--- src/rtl/seizure_pkg.sv ---
// Shared types and width helpers for the multi-channel seizure detector.
package seizure_pkg;

   typedef enum logic [1:0] {
      ST_IDLE    = 2'd0,
      ST_STIM    = 2'd1,
      ST_REFRACT = 2'd2
   } stim_state_t;

   // Index width that never collapses to zero bits for a single channel.
   function automatic int clog2_min1(input int n);
      return ($clog2(n) < 1) ? 1 : $clog2(n);
   endfunction

   // Line-length accumulator width: one window of full-scale diffs never wraps.
   function automatic int ll_width(input int data_width, input int log_win);
      return data_width + 1 + log_win;
   endfunction

endpackage

--- src/rtl/stim_ctrl.sv ---
// Vote on per-channel flags and sequence the stimulation pulse and lockout.
//
// state      | meaning
// -----------+-----------------------------------------------------------
// ST_IDLE    | waiting for at least MIN_CH flagged channels
// ST_STIM    | stimulation high, counting down STIM_CYCLES
// ST_REFRACT | refractory high, counting down REFRACT_CYCLES, no retrigger
module stim_ctrl
   import seizure_pkg::*;
#(
   parameter int NUM_CH         = 4,
   parameter int MIN_CH         = 2,
   parameter int STIM_CYCLES    = 1000,
   parameter int REFRACT_CYCLES = 30000
) (
   input  logic              clk,
   input  logic              rst,
   input  logic [NUM_CH-1:0] ch_flag,
   output logic              stimulation,
   output logic              refractory
);

   localparam int MAX_CYC = (STIM_CYCLES > REFRACT_CYCLES) ? STIM_CYCLES : REFRACT_CYCLES;
   localparam int CNT_W   = clog2_min1(MAX_CYC);
   localparam int VOTE_W  = clog2_min1(NUM_CH + 1);
   localparam logic [CNT_W-1:0] STIM_LOAD = CNT_W'(STIM_CYCLES - 1);
   localparam logic [CNT_W-1:0] REFR_LOAD = CNT_W'(REFRACT_CYCLES - 1);

   stim_state_t       state, state_n;
   logic [CNT_W-1:0]  cnt, cnt_n;
   logic [VOTE_W-1:0] votes;
   logic              vote_ok;

   // Count flagged channels.
   always_comb begin
      votes = '0;
      for (int i = 0; i < NUM_CH; i++) begin
         votes = votes + VOTE_W'(ch_flag[i]);
      end
      vote_ok = (32'(votes) >= 32'(MIN_CH));
   end

   // State and duration down-counter registers.
   always_ff @(posedge clk or posedge rst) begin
      if (rst) begin
         state <= ST_IDLE;
         cnt   <= '0;
      end else begin
         state <= state_n;
         cnt   <= cnt_n;
      end
   end

   // Next state, counter reload/decrement and Moore outputs.
   always_comb begin
      state_n     = state;
      cnt_n       = cnt;
      stimulation = 1'b0;
      refractory  = 1'b0;
      case (state)
         ST_IDLE: begin
            if (vote_ok) begin
               state_n = ST_STIM;
               cnt_n   = STIM_LOAD;
            end
         end
         ST_STIM: begin
            stimulation = 1'b1;
            if (cnt == '0) begin
               state_n = ST_REFRACT;
               cnt_n   = REFR_LOAD;
            end else begin
               cnt_n = cnt - 1'b1;
            end
         end
         ST_REFRACT: begin
            refractory = 1'b1;
            if (cnt == '0) begin
               state_n = ST_IDLE;
            end else begin
               cnt_n = cnt - 1'b1;
            end
         end
         default: state_n = ST_IDLE;
      endcase
   end

endmodule

--- src/rtl/multich_seizure_detect.sv ---
// Time-multiplexed per-channel line-length detector with voting stimulation.
// Stage 1 registers the accepted sample and any threshold write; stage 2 does
// the per-channel read/modify/write and publishes completed windows.
module multich_seizure_detect
   import seizure_pkg::*;
#(
   parameter int DATA_WIDTH     = 16,
   parameter int NUM_CH         = 4,
   parameter int LOG_WIN        = 8,
   parameter int LL_WIDTH       = ll_width(DATA_WIDTH, LOG_WIN),
   parameter int HITS_REQ       = 3,
   parameter int MIN_CH         = 2,
   parameter int STIM_CYCLES    = 1000,
   parameter int REFRACT_CYCLES = 30000,
   parameter int CH_W           = clog2_min1(NUM_CH)
) (
   input  logic                         clk,
   input  logic                         rst,
   input  logic                         en,
   input  logic                         din_valid,
   input  logic [CH_W-1:0]              din_ch,
   input  logic signed [DATA_WIDTH-1:0] din,
   input  logic                         thr_we,
   input  logic [CH_W-1:0]              thr_ch,
   input  logic [LL_WIDTH-1:0]          thr_data,
   output logic                         ll_valid,
   output logic [CH_W-1:0]              ll_ch,
   output logic [LL_WIDTH-1:0]          ll_value,
   output logic [NUM_CH-1:0]            ch_flag,
   output logic                         stimulation,
   output logic                         refractory
);

   localparam int DIFF_W = DATA_WIDTH + 1;
   localparam int HIT_W  = clog2_min1(HITS_REQ + 1);
   localparam int IDX_W  = clog2_min1(NUM_CH);
   localparam logic [CH_W:0]    CH_LIMIT = (CH_W + 1)'(NUM_CH);
   localparam logic [HIT_W-1:0] HIT_SAT  = HIT_W'(HITS_REQ);

   logic                         s_valid;
   logic [IDX_W-1:0]             s_idx;
   logic signed [DATA_WIDTH-1:0] s_din;
   logic                         w_valid;
   logic [IDX_W-1:0]             w_idx;
   logic [LL_WIDTH-1:0]          w_data;

   logic signed [DATA_WIDTH-1:0] prev_q [NUM_CH];
   logic                         prev_ok [NUM_CH];
   logic [LOG_WIN-1:0]           cnt_q [NUM_CH];
   logic [LL_WIDTH-1:0]          acc_q [NUM_CH];
   logic [HIT_W-1:0]             hit_q [NUM_CH];
   logic [LL_WIDTH-1:0]          thr_q [NUM_CH];
   logic [NUM_CH-1:0]            flag_q;

   logic signed [DIFF_W-1:0] cur_ext, prev_ext;
   logic [DIFF_W-1:0]        diff;
   logic [LL_WIDTH-1:0]      sum;
   logic                     win_end, above;
   logic [HIT_W-1:0]         hit_n;

   // Input stage: out-of-range channels never reach the channel state.
   always_ff @(posedge clk or posedge rst) begin
      if (rst) begin
         s_valid <= 1'b0;
         s_idx   <= '0;
         s_din   <= '0;
         w_valid <= 1'b0;
         w_idx   <= '0;
         w_data  <= '0;
      end else begin
         s_valid <= en && din_valid && ({1'b0, din_ch} < CH_LIMIT);
         s_idx   <= din_ch[IDX_W-1:0];
         s_din   <= din;
         w_valid <= thr_we && ({1'b0, thr_ch} < CH_LIMIT);
         w_idx   <= thr_ch[IDX_W-1:0];
         w_data  <= thr_data;
      end
   end

   // Exact |din - prev| at DATA_WIDTH+1 bits, window sum and threshold compare.
   always_comb begin
      prev_ext = {prev_q[s_idx][DATA_WIDTH-1], prev_q[s_idx]};
      cur_ext  = {s_din[DATA_WIDTH-1], s_din};
      diff     = '0;
      if (prev_ok[s_idx]) begin
         diff = (cur_ext >= prev_ext) ? cur_ext - prev_ext : prev_ext - cur_ext;
      end
      sum     = acc_q[s_idx] + {{(LL_WIDTH - DIFF_W){1'b0}}, diff};
      win_end = &cnt_q[s_idx];
      above   = sum > thr_q[s_idx];
      hit_n   = '0;
      if (above) begin
         hit_n = (hit_q[s_idx] >= HIT_SAT) ? HIT_SAT : hit_q[s_idx] + 1'b1;
      end
   end

   // Per-channel state update and window publication.
   always_ff @(posedge clk or posedge rst) begin
      if (rst) begin
         for (int i = 0; i < NUM_CH; i++) begin
            prev_q[i]  <= '0;
            prev_ok[i] <= 1'b0;
            cnt_q[i]   <= '0;
            acc_q[i]   <= '0;
            hit_q[i]   <= '0;
         end
         flag_q   <= '0;
         ll_valid <= 1'b0;
         ll_ch    <= '0;
         ll_value <= '0;
      end else begin
         ll_valid <= 1'b0;
         if (s_valid) begin
            prev_q[s_idx]  <= s_din;
            prev_ok[s_idx] <= 1'b1;
            cnt_q[s_idx]   <= cnt_q[s_idx] + 1'b1;
            if (win_end) begin
               acc_q[s_idx]  <= '0;
               hit_q[s_idx]  <= hit_n;
               flag_q[s_idx] <= (hit_n >= HIT_SAT);
               ll_valid      <= 1'b1;
               ll_ch         <= CH_W'(s_idx);
               ll_value      <= sum;
            end else begin
               acc_q[s_idx] <= sum;
            end
         end
      end
   end

   // Threshold file; the staged write lands after any coincident compare.
   always_ff @(posedge clk or posedge rst) begin
      if (rst) begin
         for (int i = 0; i < NUM_CH; i++) begin
            thr_q[i] <= '1;
         end
      end else if (w_valid) begin
         thr_q[w_idx] <= w_data;
      end
   end

   assign ch_flag = flag_q;

   stim_ctrl #(
      .NUM_CH         (NUM_CH),
      .MIN_CH         (MIN_CH),
      .STIM_CYCLES    (STIM_CYCLES),
      .REFRACT_CYCLES (REFRACT_CYCLES)
   ) u_stim_ctrl (
      .clk         (clk),
      .rst         (rst),
      .ch_flag     (flag_q),
      .stimulation (stimulation),
      .refractory  (refractory)
   );

endmodule
--- config.mk ---
export PLATFORM = sky130hd
export DESIGN_NAME = multich_seizure_detect
export DESIGN_NICKNAME = d
export VERILOG_FILES = /design/src/rtl/seizure_pkg.sv /design/src/rtl/stim_ctrl.sv /design/src/rtl/multich_seizure_detect.sv
export SDC_FILE = /design/constraint.sdc
export NUM_CORES = 1
export LEC_CHECK = 0
export CORE_MARGIN = 2
export CORE_UTILIZATION = 66
export DETAILED_ROUTE_END_ITERATION = 12
export PLACE_DENSITY_LB_ADDON = 0.1
export SKIP_CTS_REPAIR_TIMING = 1
export SLEW_MARGIN = 20
export SYNTH_ARGS = -nofsm -noshare
export SYNTH_HDL_FRONTEND = slang
export SYNTH_HIERARCHICAL = 1
export SYNTH_SLANG_ARGS = --single-unit
export TNS_END_PERCENT = 10
--- constraint.sdc ---
create_clock -name clk -period 18 [get_ports clk]
set_input_delay 1.8 -clock clk [delete_from_list [all_inputs] [get_ports clk]]
set_output_delay 1.8 -clock clk [all_outputs]
set_load 0.01 [all_outputs]
==> results of run 1 <==
-- metal layers --
metal,up-vias,track usage
met5,-,0
met4,0,0.1200
met3,118,0.04959
met2,538,0.5233
met1,7564,0.4373
li1,6621,-
-- cells in the final DEF (no fill, tap or decap), types with 10 or more instances in the layout --
cell	n
dfrtp_1	302
nand2_1	267
o21ai_0	188
mux2_2	108
dfstp_2	100
inv_1	98
clkdlybuf4s50_1	83
ha_1	82
mux4_2	74
a21oi_1	45
clkbuf_16	45
a22o_1	43
nor2_1	34
mux2i_1	30
nand3_1	25
nand2b_1	25
a21o_1	21
buf_4	20
nand4_1	16
xor2_1	15
o21a_1	15
nor2b_1	13
xnor2_1	12
nor3_1	12
and2_1	11
clkbuf_1	11
or3_1	10
-- worst register-to-register path, cell delays in order, from the launching register on --
cell and delay [ns]:
dfrtp_4 1.07, mux4_2 0.65, ha_1 0.45, and3_1 0.22, o21ai_0 0.18, a2111o_1 0.43
nand3_1 0.15, o21a_1 0.73, mux2i_1 0.33, mux2i_1 0.24, ha_1 0.33, a21oi_1 0.23
o21a_1 0.18, o21ai_0 0.08, a211oi_1 0.64, o22a_1 0.48, xor2_2 0.29, inv_1 0.08
ha_1 0.30, nand4_1 0.10, or2_2 0.33, nor4_1 0.82, nor2_1 0.21, nand2_1 0.13
o21ai_0 0.10
-- flip-flops by register name (all words and copies together), names as in the netlist, 2 cells and up --
name	cells
ll_ch	2
ll_value	25
acc_q	100
hit_q	8
ch_flag	4
w_idx	2
u_stim_ctrl/cnt	15
s_idx	2
cnt_q	32
prev_ok	4
thr_q	100
u_stim_ctrl/state	2
prev_q	64
s_din	16
w_data	25
-- cell families (layout without fill, tap and decap cells) --
kind of cell	after synthesis	count (layout)
AND/OR/NAND/NOR	457	457
flip-flops	404	404
AO/OA/AOI/OAI	424	424
buffers and inverters	196	277
XOR/XNOR	28	28
multiplexers	218	218
adder cells (fa/ha/maj)	86	86
-- report_power, final --
part | internal (mW) | switching, mW
sequential | 1.11 | 0.0970
clock | 0.524 | 0.356
combinational | 0.504 | 0.746
-- cell type report --
type | count | area [µm²]
sequential | 404 | 10240
multi-input combinational | 1213 | 9549
fill | 1983 | 7602
clock buffer | 65 | 1291
timing repair buffer | 103 | 980.9
tap | 396 | 495.5
inverter | 99 | 379.1
clock inverter | 10 | 128.9
-- path summary, 6_finish.rpt --
check,start,end,slack [ns],depth (start not counted)
max,s_idx[0],hit_q[7],9.11,24
min,ll_value[9],ll_value[9],0.47,2
max reg2reg,s_idx[0],hit_q[7],9.11,24
min reg2reg,ll_value[9],ll_value[9],0.47,2
max in group asynchronous,rst,w_data[15],13.95,4
min in group asynchronous,rst,u_stim_ctrl/cnt[12],1.83,2
==> metrics, run 1 <==
fin worst setup slack roughly 9 ns; YS warnings 6; Synth top area share 0.3689; CP startpoint kind flip-flop; clock root cell clkbuf_16; DP HPWL roughly 33 mm; Residual DRC 0; Clock Tree Buf Depth 3; number of max-cap violations 0; die area about 0.033 mm²; wire length per cell about 22 µm; CP bufs+invs 1; Via density about 6.5; vias 14841; fin area around 0.023 mm²; # diodes 0; Worst-Margin Slew around 1.2 ns; Final period util 0.4938; chip height roughly 180 µm; # clock sinks 404; area grow syn2layout 11.87%; final worst clock skew 0.03522 ns; TNS Setup 0 ns; Area contributors post-synth dfrtp_1 (37%), dfstp_2 (13%), mux4_2 (8.1%); Post-Syn Instances 1813; initial DRC count ~1400; Mapped Nets between 1500 and 2000; critical path fanouts, max 46; DIE WIDTH approximately 180 µm; number of synthesized flops with an enable pin 0; Max Clock Freq 112.5 MHz; Min Hold Slack roughly 0.47 ns; htree depth 2; placed cells around 2200; CP required roughly 18 ns; M1 wire length around 22 mm; synthesized cell area 0.02062 mm²; Async SR Flop Fraction 1.000; row cnt 64; Nets ~2000; met3 wire length 2.918 mm; VDD IR-drop max a little under 100 µV; first-pass GRT wire length around 84 mm; final setup violation count 0; Slowest cell on crit path dfrtp_4; Largest delay share family, worst path compound AO/OA/AOI/OAI gates; WL met2 24.93 mm; Leakage Power between 10 and 15 nW; CP arrival 9.30 ns; Total Power 3.333 mW; Slew Viols, Final 0; largest net degree at the start of global routing about 120; CTS tree built; post-route ant nets 0; post-synthesis adder-cell area fraction 0.05364; Non-Filler Instances 2290; vias in the first global route 15591; Clock Latency Late Sink 0.56 ns; DRT Wirelength 51.05 mm; RSZ-0062 raised after global routing false; portion of netlist area occupied by mux cells 0.1591; Synth Area in XOR/XNOR 0.01226; most frequent cell after synthesis dfrtp_1; Synth area leader dfrtp_1; layout cells sized above 1 0.2101; gr ovfl total 0; Fin. Hold Viols 0; Slew HR 0.1920; average size of a mapped cell about 11 µm²; pre-CTS setup slack about 9.4 ns; synth cell count leaders dfrtp_1 (304), nand2_1 (267), o21ai_0 (188), mux2_2 (108), dfstp_2 (100); Floorplan Core Area roughly 0.03 mm²; Setup Crit Path Kind reg2reg; Synth Area in Compound Gates 0.1325; Yosys reg bits around 400; 1st-pass router iterations 5; Critical Path, Cell by Cell mux4_2, ha_1, and3_1, o21ai_0, a2111o_1, nand3_1, o21a_1, mux2i_1, mux2i_1, ha_1, a21oi_1, o21a_1, o21ai_0, a211oi_1, o22a_1, xor2_2, inv_1, ha_1, nand4_1, or2_2, nor4_1, nor2_1, nand2_1, o21ai_0; Crit. End Element flip-flop; Post-Synth Simple-Gate Area 0.1049; boundary pin count 84; pwr dens ~140 mW/mm²; CTS clk-pin slew, worst paths approximately 0.060 ns; sequential area share after synthesis 0.4964; top_reg_cell synth dfrtp_1; Final min period slightly below 9 ns; Netlist cell types 86; initial cell density of the core 0.6723; Port Buffers between 80 and 90; total CTS buffers 42; Placement Cell Area 0.02165 mm²; end-of-flow core utilization 0.7521; Worst path max stage delay between 1 and 1.5 ns; initial antenna violation count 0; GRT Total Usage 0.3199; RePlAce Congestion 0.9103; outcome complete, no violations; largest family of logic cells by synthesized area multiplexers; Hold Path Class reg2reg; highest metal used met4
No activity file was read; power rests on OpenSTA's default activity.
==> run 2: changes to the inputs <==
--- a/config.mk
+++ b/config.mk
@@ -6,7 +6,7 @@
 export NUM_CORES = 1
 export LEC_CHECK = 0
 export CORE_MARGIN = 2
-export CORE_UTILIZATION = 66
+export CORE_UTILIZATION = 55
 export DETAILED_ROUTE_END_ITERATION = 12
 export PLACE_DENSITY_LB_ADDON = 0.1
 export SKIP_CTS_REPAIR_TIMING = 1
==> constraint.sdc (replaced) <==
create_clock -name clk -period 7.4 [get_ports clk]
set_input_delay 0.74 -clock clk [delete_from_list [all_inputs] [get_ports clk]]
set_output_delay 0.74 -clock clk [all_outputs]
set_load 0.01 [all_outputs]
==> metrics, run 2 (same netlist as run 1, synthesis figures left out) <==
Leakage Power 10.51 nW (was 10.35 nW); GRT Total Usage 0.2695 (was 0.3199); P_int 5.383 mW (was 2.134 mW); outcome complete, no violations (unchanged); initial antenna violation count 0 (unchanged); Comb pwr share 0.383 (was 0.375); Most common cell on crit path ha_1; RePlAce Congestion 0.9257 (was 0.9103); layout cells sized above 1 0.2227 (was 0.2101); CP bufs+invs 5 (was 1); met3 wire length 2.652 mm (was 2.918 mm); Clock power frac 0.270 (was 0.264); reg2reg start s_idx[0] (unchanged); worst hold start ll_value[12] (was ll_value[9]); area grow syn2layout 13.93% (was 11.87%); R2R cell count 27 (was 24); VDD IR-drop max 232.7 µV (was 98.19 µV); total CTS buffers 44 (was 42); Floorplan Core Area 0.03679 mm² (was 0.03067 mm²); commonest non-fill, non-tap cell in the layout dfrtp_1 (unchanged); fraction of power spent switching nets 0.3553 (was 0.3598); sequential share of power 0.347 (was 0.361); Worst-Margin Slew 1.029 ns (was 1.210 ns); wire length per cell 21.24 µm (was 22.29 µm); Via density 6.088 (was 6.481); RSZ-0062 raised after global routing false (unchanged); CP startpoint kind flip-flop (unchanged); Final min period 6.957 ns (was 8.888 ns); boundary pin count 84 (unchanged); Slew Viols, Final 0 (unchanged); Nets 2025 (was 1999); Slowest cell on crit path mux4_2 (was dfrtp_4); Worst path max stage delay 0.56 ns (was 1.07 ns); Setup Crit Path Kind reg2reg (unchanged); initial cell density of the core 0.5605 (was 0.6723); gr ovfl total 0 (unchanged); final setup violation count 0 (unchanged); vias 14550 (was 14841); FF-to-FF End ch_flag[0] (was hit_q[7]); number of max-cap violations 0 (unchanged); worst hold endpoint ll_value[12] (was ll_value[9]); Port Buffers 83 (unchanged); vias in the first global route 14801 (was 15591); die area 0.03906 mm² (was 0.03267 mm²); critical path fanouts, max 16 (was 46); Crit. End Element flip-flop (unchanged); initial DRC count 962 (was 1411); highest metal used met4 (unchanged); Min Hold Slack 0.4646 ns (was 0.4676 ns); CP arrival 7.43 ns (was 9.30 ns); 1st-pass router iterations 5 (unchanged); # clock sinks 404 (unchanged); CTS tree built (unchanged); Max Clock Freq 143.7 MHz (was 112.5 MHz); Fin. Hold Viols 0 (unchanged); CP required 7.87 ns (was 18.41 ns); DRT Wirelength 50.77 mm (was 51.05 mm); flop-to-flop setup slack 0.44 ns (was 9.11 ns); row cnt 70 (was 64); post-route ant nets 0 (unchanged); Final period util 0.9402 (was 0.4938); first-pass GRT wire length 81.79 mm (was 83.63 mm); Clock Latency Late Sink 0.59 ns (was 0.56 ns); switching power of the nets 2.966 mW (was 1.199 mW); top flop regs acc_q: 100 flops, thr_q: 100 flops, prev_q: 64 flops (unchanged); WL met2 23.86 mm (was 24.93 mm); DP HPWL 34.09 mm (was 33.50 mm); Residual DRC 0 (unchanged); htree depth 2 (unchanged); # diodes 0 (unchanged); Largest delay share family, worst path compound AO/OA/AOI/OAI gates (unchanged); M1 wire length 22.46 mm (was 21.63 mm); largest net degree at the start of global routing 186 (was 115); Hold Path Class reg2reg (unchanged); hold depth 2 (unchanged); most frequent cells in the layout dfrtp_1 (302), nand2_1 (267), o21ai_0 (187), mux2_2 (108), dfstp_2 (100) (was dfrtp_1 (302), nand2_1 (267), o21ai_0 (188), mux2_2 (108), dfstp_2 (100)); CTS clk-pin slew, worst paths 0.06 ns (about the same); clock root cell clkbuf_16 (unchanged); Slew HR 0.3117 (was 0.1920); TNS Setup 0 ns (unchanged); DIE WIDTH 197.6 µm (was 180.8 µm); pwr dens 355.4 mW/mm² (was 144.5 mW/mm²); chip height 197.6 µm (was 180.8 µm); Clock Tree Buf Depth 3 (unchanged); final worst clock skew 0.02541 ns (was 0.03522 ns)
-- run 2: changes by cell type in the layout (fill, tap and decap cells not counted), sizes merged --
cell / change
bufinv: +3
clkinvlp: +3
clkbuf: -2
buf: +24
-- run 2: layer usage --
| metal | GRT usage | vias to the layer above |
|---|---|---|
| li1 | - | 6675 |
| met1 | 0.3694 | 7384 |
| met2 | 0.4339 | 392 |
| met3 | 0.04046 | 99 |
| met4 | 0.1097 | 0 |
| met5 | 0 | - |
-- run 2: how the worst max path moves through the flow --
stage                         from          to  slack [ns]  cells past startpoint
after floorplan           s_idx[0]  ch_flag[0]        0.33                     32
after global placement    s_idx[0]  ch_flag[2]        0.32                     25
after detailed placement  s_idx[0]  ch_flag[0]        0.06                     25
after CTS                 s_idx[0]  ch_flag[0]       0.004                     25
after global routing      s_idx[0]  ch_flag[0]        0.03                     27
final                     s_idx[0]  ch_flag[0]        0.44                     27
-- run 2: through the flow --
step | instances | setup slack (ns) | utilization | power, mW | instance area, µm²
final | 2390 | 0.4428 | 0.6386 | 8.349 | 23490
after global routing | 2390 | 0.02774 | 0.6386 | 8.864 | 23490
after CTS | 2384 | 0.003754 | 0.6356 | 8.370 | 23380
after detailed placement | 2305 | 0.05933 | 0.5949 | 6.072 | 21880
after global placement | 2305 | 0.3241 | 0.5949 | 6.004 | 21880
after floorplan | 1813 | 0.3342 | - | 4.925 | 20620
-- run 2: area by class of cell --
class	instances	area (µm²)
clock buffers	63	1244
clock inverters	16	252.7
fillers	2952	13290
inverters	99	375.4
multi-input cells	1213	9582
flip-flops and latches	404	10240
well taps	468	585.6
repair buffers	127	1210
-- run 2: power by group through the flow --
stage               Combinational (mW)  Clock [mW]  Sequential [mW]
global placement                  3.09           0             2.91
floorplan                         2.07           0             2.86
CTS                               3.16        2.31             2.90
finish                            3.20        2.26             2.90
global route                      3.51        2.40             2.95
detailed placement                3.14           0             2.93
-- run 2: worst min-delay path, stage by stage, from the launching register on --
cell	delay, ns
dfrtp_1	0.34
nand2_1	0.05
nand2_1	0.05
